<file path="src/rtl/y86_pkg.sv">
// y86_pkg
// Shared Y86 pipeline constants: instruction codes, ALU function codes,
// branch/cmov condition codes, status codes, the "no register" ID and the
// condition-code bit layout with its reset value.
package y86_pkg;

    // Instruction codes
    localparam logic [3:0] I_HALT   = 4'h0;
    localparam logic [3:0] I_NOP    = 4'h1;
    localparam logic [3:0] I_CMOVXX = 4'h2;
    localparam logic [3:0] I_IRMOVQ = 4'h3;
    localparam logic [3:0] I_RMMOVQ = 4'h4;
    localparam logic [3:0] I_MRMOVQ = 4'h5;
    localparam logic [3:0] I_OPQ    = 4'h6;
    localparam logic [3:0] I_JXX    = 4'h7;
    localparam logic [3:0] I_CALL   = 4'h8;
    localparam logic [3:0] I_RET    = 4'h9;
    localparam logic [3:0] I_PUSHQ  = 4'hA;
    localparam logic [3:0] I_POPQ   = 4'hB;

    // ALU function codes (ifun of OPq)
    localparam logic [3:0] ALU_ADD = 4'h0;
    localparam logic [3:0] ALU_SUB = 4'h1;
    localparam logic [3:0] ALU_AND = 4'h2;
    localparam logic [3:0] ALU_XOR = 4'h3;

    // Branch / cmov condition codes (ifun of jXX / cmovXX)
    localparam logic [3:0] C_YES = 4'h0;
    localparam logic [3:0] C_LE  = 4'h1;
    localparam logic [3:0] C_L   = 4'h2;
    localparam logic [3:0] C_E   = 4'h3;
    localparam logic [3:0] C_NE  = 4'h4;
    localparam logic [3:0] C_GE  = 4'h5;
    localparam logic [3:0] C_G   = 4'h6;

    // Status codes
    localparam logic [2:0] STAT_AOK = 3'd1;
    localparam logic [2:0] STAT_HLT = 3'd2;
    localparam logic [2:0] STAT_ADR = 3'd3;
    localparam logic [2:0] STAT_INS = 3'd4;

    localparam logic [3:0] RNONE = 4'hF;

    // Condition-code register layout: {ZF, SF, OF}
    localparam int         CC_ZF    = 2;
    localparam int         CC_SF    = 1;
    localparam int         CC_OF    = 0;
    localparam logic [2:0] CC_RESET = 3'b100;

endpackage

</file>
<file path="src/rtl/cc_cond.sv">
// cc_cond
// Purely combinational jXX/cmovXX condition evaluation from a {ZF,SF,OF}
// condition-code vector and the instruction's ifun. Also used by the
// fetch-stage branch prediction check.
// Ports:
//   cc   in  3  {ZF,SF,OF}
//   ifun in  4  condition selector
//   cnd  out 1  condition true
module cc_cond
    import y86_pkg::*;
(
    input  logic [2:0] cc,
    input  logic [3:0] ifun,
    output logic       cnd
);

    logic zf;
    logic sf;
    logic of;
    logic lt;

    assign zf = cc[CC_ZF];
    assign sf = cc[CC_SF];
    assign of = cc[CC_OF];
    assign lt = sf ^ of;

    always_comb begin
        cnd = 1'b0;
        case (ifun)
            C_YES:   cnd = 1'b1;
            C_LE:    cnd = lt | zf;
            C_L:     cnd = lt;
            C_E:     cnd = zf;
            C_NE:    cnd = ~zf;
            C_GE:    cnd = ~lt;
            C_G:     cnd = ~lt & ~zf;
            default: cnd = 1'b0;
        endcase
    end

endmodule

</file>
<file path="src/rtl/exec_cc_pipe.sv">
// exec_cc_pipe
// Condition-code register and execute-to-memory pipeline register for the
// Y86 pipeline. CC is updated from OPq results; jXX/cmovXX condition is
// evaluated from the architectural CC (not from flags being written this
// cycle). The E->M bundle is loaded with bubble > stall > load priority.
// Optional build macro: EXEC_CMOV_SQUASH_EN -- when defined, a cmovXX whose
// condition is false has its dstE replaced by RNONE here; otherwise dstE is
// passed through and writeback squashes using M_cnd.
// Ports:
//   clk, rst_n                 clock, async active-low reset
//   e_valid, e_icode, e_ifun   execute-stage instruction
//   alu_a, alu_b, alu_out      ALU operands and result (valE = B op A)
//   e_valA, e_dstE, e_dstM     pass-through data and destinations
//   e_stat                     instruction status
//   set_cc, cc_hold            CC update request / exception block
//   m_stall, m_bubble          E->M register control
//   cc                         {ZF,SF,OF}
//   e_cnd, e_dstE_eff          combinational condition and effective dstE
//   M_*                        registered E->M bundle
module exec_cc_pipe
    import y86_pkg::*;
#(
    parameter int DATA_W = 32
) (
    input  logic              clk,
    input  logic              rst_n,
    input  logic              e_valid,
    input  logic [3:0]        e_icode,
    input  logic [3:0]        e_ifun,
    input  logic [DATA_W-1:0] alu_a,
    input  logic [DATA_W-1:0] alu_b,
    input  logic [DATA_W-1:0] alu_out,
    input  logic [DATA_W-1:0] e_valA,
    input  logic [3:0]        e_dstE,
    input  logic [3:0]        e_dstM,
    input  logic [2:0]        e_stat,
    input  logic              set_cc,
    input  logic              cc_hold,
    input  logic              m_stall,
    input  logic              m_bubble,
    output logic [2:0]        cc,
    output logic              e_cnd,
    output logic [3:0]        e_dstE_eff,
    output logic              M_valid,
    output logic              M_cnd,
    output logic [3:0]        M_icode,
    output logic [DATA_W-1:0] M_valE,
    output logic [DATA_W-1:0] M_valA,
    output logic [3:0]        M_dstE,
    output logic [3:0]        M_dstM,
    output logic [2:0]        M_stat
);

    logic       a_msb;
    logic       b_msb;
    logic       out_msb;
    logic       of_new;
    logic [2:0] cc_new;
    logic       cc_we;
    logic       unused_alu_low;

    assign a_msb   = alu_a[DATA_W-1];
    assign b_msb   = alu_b[DATA_W-1];
    assign out_msb = alu_out[DATA_W-1];

    // Only the sign bits of the operands matter for overflow detection.
    assign unused_alu_low = ^{alu_a[DATA_W-2:0], alu_b[DATA_W-2:0]};

    always_comb begin
        of_new = 1'b0;
        case (e_ifun)
            ALU_ADD: of_new = (a_msb == b_msb) && (out_msb != b_msb);
            ALU_SUB: of_new = (a_msb != b_msb) && (out_msb != b_msb);
            default: of_new = 1'b0;
        endcase
    end

    always_comb begin
        cc_new        = '0;
        cc_new[CC_ZF] = (alu_out == '0);
        cc_new[CC_SF] = out_msb;
        cc_new[CC_OF] = of_new;
    end

    // Bubbling M does not block the update; stalling M does.
    assign cc_we = set_cc & e_valid & (e_stat == STAT_AOK) & ~cc_hold & ~m_stall;

    always_ff @(posedge clk or negedge rst_n) begin
        if (!rst_n) begin
            cc <= CC_RESET;
        end else if (cc_we) begin
            cc <= cc_new;
        end
    end

    cc_cond u_cc_cond (
        .cc   (cc),
        .ifun (e_ifun),
        .cnd  (e_cnd)
    );

`ifdef EXEC_CMOV_SQUASH_EN
    assign e_dstE_eff = ((e_icode == I_CMOVXX) && !e_cnd) ? RNONE : e_dstE;
`else
    assign e_dstE_eff = e_dstE;
`endif

    always_ff @(posedge clk or negedge rst_n) begin
        if (!rst_n) begin
            M_valid <= 1'b0;
            M_cnd   <= 1'b0;
            M_icode <= I_NOP;
            M_valE  <= '0;
            M_valA  <= '0;
            M_dstE  <= RNONE;
            M_dstM  <= RNONE;
            M_stat  <= STAT_AOK;
        end else if (m_bubble || (!m_stall && !e_valid)) begin
            M_valid <= 1'b0;
            M_cnd   <= 1'b0;
            M_icode <= I_NOP;
            M_valE  <= '0;
            M_valA  <= '0;
            M_dstE  <= RNONE;
            M_dstM  <= RNONE;
            M_stat  <= STAT_AOK;
        end else if (!m_stall) begin
            M_valid <= 1'b1;
            M_cnd   <= e_cnd;
            M_icode <= e_icode;
            M_valE  <= alu_out;
            M_valA  <= e_valA;
            M_dstE  <= e_dstE_eff;
            M_dstM  <= e_dstM;
            M_stat  <= e_stat;
        end
    end

endmodule

</file>
<file path="config.mk">
export PLATFORM = sky130hd
export DESIGN_NAME = exec_cc_pipe
export DESIGN_NICKNAME = d
export VERILOG_FILES = /design/src/rtl/y86_pkg.sv /design/src/rtl/cc_cond.sv /design/src/rtl/exec_cc_pipe.sv
export SDC_FILE = /design/constraint.sdc
export NUM_CORES = 1
export LEC_CHECK = 0
export CAP_MARGIN = 15
export CORE_MARGIN = 3
export CORE_UTILIZATION = 25
export DETAILED_ROUTE_END_ITERATION = 12
export PLACE_DENSITY = 0.61
export SETUP_SLACK_MARGIN = 0.1
export SYNTH_ARGS = -nofsm -noshare
export SYNTH_HDL_FRONTEND = slang
export SYNTH_SLANG_ARGS = --single-unit
</file>
<file path="constraint.sdc">
create_clock -name clk -period 2.88 [get_ports clk]
set_clock_uncertainty 0.2 [all_clocks]
set_input_delay 0.432 -clock clk [delete_from_list [all_inputs] [get_ports clk]]
set_output_delay 0.432 -clock clk [all_outputs]
set_load 0.03 [all_outputs]
</file>
[Word-level counts from Yosys, hierarchy flattened]
Cells that the tools add are included.
Storage, ports and cells
  register bits: 84
  output and inout port bits: 89
  logic and storage cells: 57
Operators by class
  eq/ne operators: 11
  muxes and demuxes: 18
  bitwise operators: 11
  reduce and logical (&&, ||, !) cells: 8
Operators by type and width (number)
  $mux 32: 4
  $logic_not 32->1: 1
  $mux 4: 6
  $eq 4x3->1 const B: 3
  $eq 4x2->1 const B: 2
  $pmux 1 s7: 1
  $mux 3: 2
  $and 1x1->1: 5
  $eq 4x1->1 const B: 1
  $logic_not 4->1: 1
  $mux 1: 4
  $not 1->1: 4
  $eq 3x1->1 const B: 1
  $logic_and 1x1->1: 3
  $logic_not 1->1: 2
  $ne 1x1->1: 2
  $ne 2x1->1 const B: 1
  $pmux 1 s2: 1
  $eq 1x1->1: 1
  $logic_or 1x1->1: 1
  $or 1x1->1: 1
  $xor 1x1->1: 1

[Logic depth before layout (Yosys ltp)]
  word-level depth: 6
  mapped depth: 6
  gate-level depth less buffers: 4

[Modules after synthesis]
A second synthesis with hierarchy kept.
Second synthesis, totals
  cell total of the unflattened synthesis: 222
  area total of the unflattened synthesis: 3213.1 µm²
Modules (own cells, without submodules)
  exec_cc_pipe: times used 1, cells each 212, area an instance 3131.8 µm², seq. area each 2115.8 µm²
  cc_cond: times used 1, cells each 10, area an instance 81.3 µm², seq. area each 0.0 µm²

[Worst setup path after synthesis]
No wires, ideal clock.
  path kind: register to output
  start point: reg cc[0]
  end point: out e_cnd
  arrival time: 1.498 ns
  path slack: 0.750 ns
  stages on the path, launching flop included: 5
  path buffers: 0
  path through: dfrtp_1 -> xnor2_1 -> mux2i_1 -> a221oi_2 -> nor2_1
Between the ends
  word-level cells in the longest chain between the ends: 4
  elaborated cells on any way between the ends: 5
Ends and longest elaborated chain
  start, declared: line exec_cc_pipe.sv:41  | output logic [2:0] cc,
  start signal, assigned: line exec_cc_pipe.sv:92  | cc <= cc_new;
  $xor 1x1->1 (*): line cc_cond.sv:25  | assign lt = sf ^ of;
  $not 1->1: line cc_cond.sv:35, cc_cond.sv:36
  $and 1x1->1: line cc_cond.sv:36  | C_G: cnd = ~lt & ~zf;
  $pmux 1 s7 (*): line cc_cond.sv:29  | case (ifun)
  end, declared: line exec_cc_pipe.sv:42  | output logic e_cnd,
Every way passes the cells marked *; elsewhere a longest branch is shown, timed or not.

[Final worst setup path]
  start point: in e_ifun[2]
  end point: out e_cnd
Between the ends
  word-level cells in the longest chain between the ends: 2
  elaborated cells on any way between the ends: 8
Ends and longest elaborated chain
  start, declared: line exec_cc_pipe.sv:29  | input logic [3:0] e_ifun,
  $eq 4x3->1, or another cell as far along: line cc_cond.sv:29
  $pmux 1 s7 (*): line cc_cond.sv:29
Marked as above.

==> results_dict.tcl <==
set metrics [dict create \
    synth.avg_cell_area_um2 14.2 \
    leakage_nw 2.35 \
    synth_cell_types 30 \
    gr-usage-met1_pct 16.7 \
    grt_util_all_layers_pct 13.3 \
    drt.antenna.violating_nets 0 \
    synthToLayoutAreaGrowth_pct 69.8 \
    grt_max_degree 48 \
    finalHoldViolations 0 \
    cpPeakStageDelay_ns 0.52 \
    dp_hpwl_um 7080 \
    cts_buffers 9 \
    stdcell_count 587 \
    sw_frac_of_total_pct 25.3 \
    top_usage_layer "met2" \
    intPower_mw 2.15 \
    die_area_um2 14400 \
    wirelength_um 9520 \
    finalSetupViolations 0 \
    worst_ep_arrival_time_ns 1.88 \
    post_cts_buffers 0 \
    start_util_pct 25.7 \
    synth_area_um2 3250 \
    gr-usage-met3_pct 4.10 \
    switching_power_mw 0.727 \
    yosys_warnings 0 \
    rsz0062_at_grt "no" \
    vdd_drop_max_uv 231 \
    grt_pass1_wl_um 15100 \
    insertion_delay_ns 0.33 \
    die_y_um 120 \
    cts_tree "done" \
    max_freq_mhz 398 \
    p_comb_share_pct 17.4 \
    synth.top_cell.area_share_pct 56.2 \
    maxSlewHeadroom_pct 58.8 \
    drcViolationCount 0 \
    clock_sinks 84 \
    layout_common_cells "clkdlybuf4s50_1, dfrtp_1, a22o_1" \
    final_common_cell "clkdlybuf4s50_1" \
    coreArea_um2 12700 \
    portBuffers 180 \
    cpMaxStageDelayCell "clkdlybuf4s50_1" \
    rows 41 \
    die_x_um 120 \
    worst_hold_path_type "flip-flop to flip-flop" \
    min_period_ns 2.52 \
    synth.area.top_cells "dfrtp_1, a22o_1, dfstp_2, o22a_1, buf_4" \
    criticalPathCategory "input port to output pin" \
    power_density_nw_per_um2 521 \
    overflow 0 \
    wl_per_cell_um 16.2 \
    cts.reportedPaths.clkPinSlew_ns 0.06 \
    cts-root-buf "clkbuf_16" \
    viasPerCell 4.50 \
    power_frac_seq_pct 43.8 \
    drv_cap 0 \
    layout_worst_path_cycle_share_pct 87.3 \
    synth_seq_area_share_pct 65.1 \
    worstPathCellList "clkdlybuf4s50_1 -> inv_1 -> a221o_1 -> a221oi_2 -> nor2_1 -> clkbuf_2" \
    yosys.area.top_type "dfrtp_1" \
    met2_usage_pct 21.5 \
    dr_total_vias 2640 \
    dp_cells 570 \
    gp_congestion 0.730 \
    endpoint_kind "output pin" \
    antenna_found_initial 0 \
    crit_required_ns 2.25 \
    dr.pass1.iters 4 \
    drt_iter0_markers 157 \
    syn_inst 229 \
    io_pins 243 \
    diodes 0 \
    clkPwrFrac_pct 38.8 \
    grt_pass1_vias 2887 \
    htree_levels 3 \
    finalMaxSlewViolations 0 \
    clk_path_buf_depth 2 \
    fin_setup_tns_ns 0 \
    startpoint_type "input port" \
    drive_gt1_share_pct 10.1 \
    status "finished clean" \
    path_max_fanout 4 \
    syn-num-nets 383 \
    ys_ff_latch 84 \
    nNetsFinal 564 \
    worstMarginPinSlew_ns 0.618 \
]
## registers in the layout, indices dropped and copies added (netlist names)
| register | flops |
|---|---|
| M_icode | 4 |
| M_valE | 32 |
| M_stat | 3 |
| cc | 3 |
| M_cnd | 1 |
| M_valid | 1 |
| M_valA | 32 |
| M_dstE | 4 |
| M_dstM | 4 |
## metal layers
metal	routed length [µm]	share of wire, %
met1	4120	43
met5	0	0
met3	726	7.6
met2	4540	48
met4	131	1.4
## stage by stage
stage	total power [mW]	cell area [µm²]	hold slack, ns	utilization, %	setup slack (ns)
after floorplan	1.49	3250	-0.0636	-	0.750
after global placement	1.78	5230	0.265	41.2	-0.0543
after detailed placement	1.79	5230	0.271	41.2	-0.0747
after CTS	2.92	5520	0.285	43.6	0.165
after global routing	3.00	5520	0.317	43.6	0.252
final	2.88	5520	0.280	43.6	0.365
## power groups by stage
stage / clock network, mW / registers (mW) / logic [mW]
after floorplan: 0 / 1.38 / 0.115
after global placement: 0 / 1.28 / 0.503
after detailed placement: 0 / 1.28 / 0.508
after CTS: 1.15 / 1.26 / 0.509
after global routing: 1.20 / 1.27 / 0.534
final: 1.12 / 1.26 / 0.500
## synthesized netlist by cell type
cell type / count
xnor2_1: 2
dfrtp_1: 73
inv_1: 2
nand3b_1: 1
a221o_1: 1
nand4b_1: 1
nand2_1: 4
clkbuf_1: 1
nor4_1: 8
mux2_1: 2
nand4_1: 2
buf_8: 1
nand2b_4: 1
or2_1: 1
nor3_1: 1
nor2_1: 5
a221oi_2: 1
o31ai_1: 1
a22o_1: 68
a21oi_1: 2
buf_2: 10
nor3_2: 1
mux2i_1: 3
nor2b_1: 2
nor2_2: 1
buf_6: 1
o22a_1: 10
dfstp_2: 11
nand2b_1: 4
buf_4: 8
## path summary, 6_finish.rpt
check / start / endpoint / slack (ns) / depth (start not counted)
max: e_ifun[2] / e_cnd / 0.36 / 6
min: M_cnd$_DFFE_PN0P_ / M_cnd$_DFFE_PN0P_ / 0.28 / 2
max reg2reg: cc[0]$_DFFE_PN0P_ / M_cnd$_DFFE_PN0P_ / 1.18 / 5
min reg2reg: M_cnd$_DFFE_PN0P_ / M_cnd$_DFFE_PN0P_ / 0.28 / 2
max in group asynchronous: rst_n / M_dstE[0]$_DFFE_PN1P_ / 1.35 / 3
min in group asynchronous: rst_n / M_valA[3]$_DFFE_PN0P_ / 0.45 / 2
## worst max-delay path: cells and delay by family
family                 cells  cell delay, ns
AND/OR/NAND/NOR            1            0.07
AO/OA/AOI/OAI              2            0.62
buffers and inverters      3            0.76
## cell families (layout without fill, tap and decap cells)
kind of cell	Yosys count	count (layout)	synth area share, %
DFF	84	84	65.1
AOI/OAI and AO/OA	83	83	22.3
and+or+nand+nor	32	32	5.89
buffers and inverters	23	209	4.54
muxes	5	5	1.62
xor gates and xnor gates	2	2	0.539
## area by class of cell
| type | count | area [µm²] |
|---|---|---|
| Inverter | 2 | 7.51 |
| Multi-Input combinational cell | 122 | 1000 |
| Clock buffer | 13 | 272 |
| Timing Repair Buffer | 191 | 1890 |
| Clock inverter | 3 | 17.5 |
| Sequential cell | 84 | 2120 |
| Tap cell | 172 | 215 |
| Fill cell | 1223 | 7150 |
## what timing repair did
action / 4_1_cts / 5_1_grt
endpoints found under the hold margin: 44 / 0
resized for setup: 1 / 2
endpoints found under the setup margin: 1 / 1
pin swaps: 0 / 0
hold buffers: 1 / 0
No activity file was read; power rests on OpenSTA's default activity.
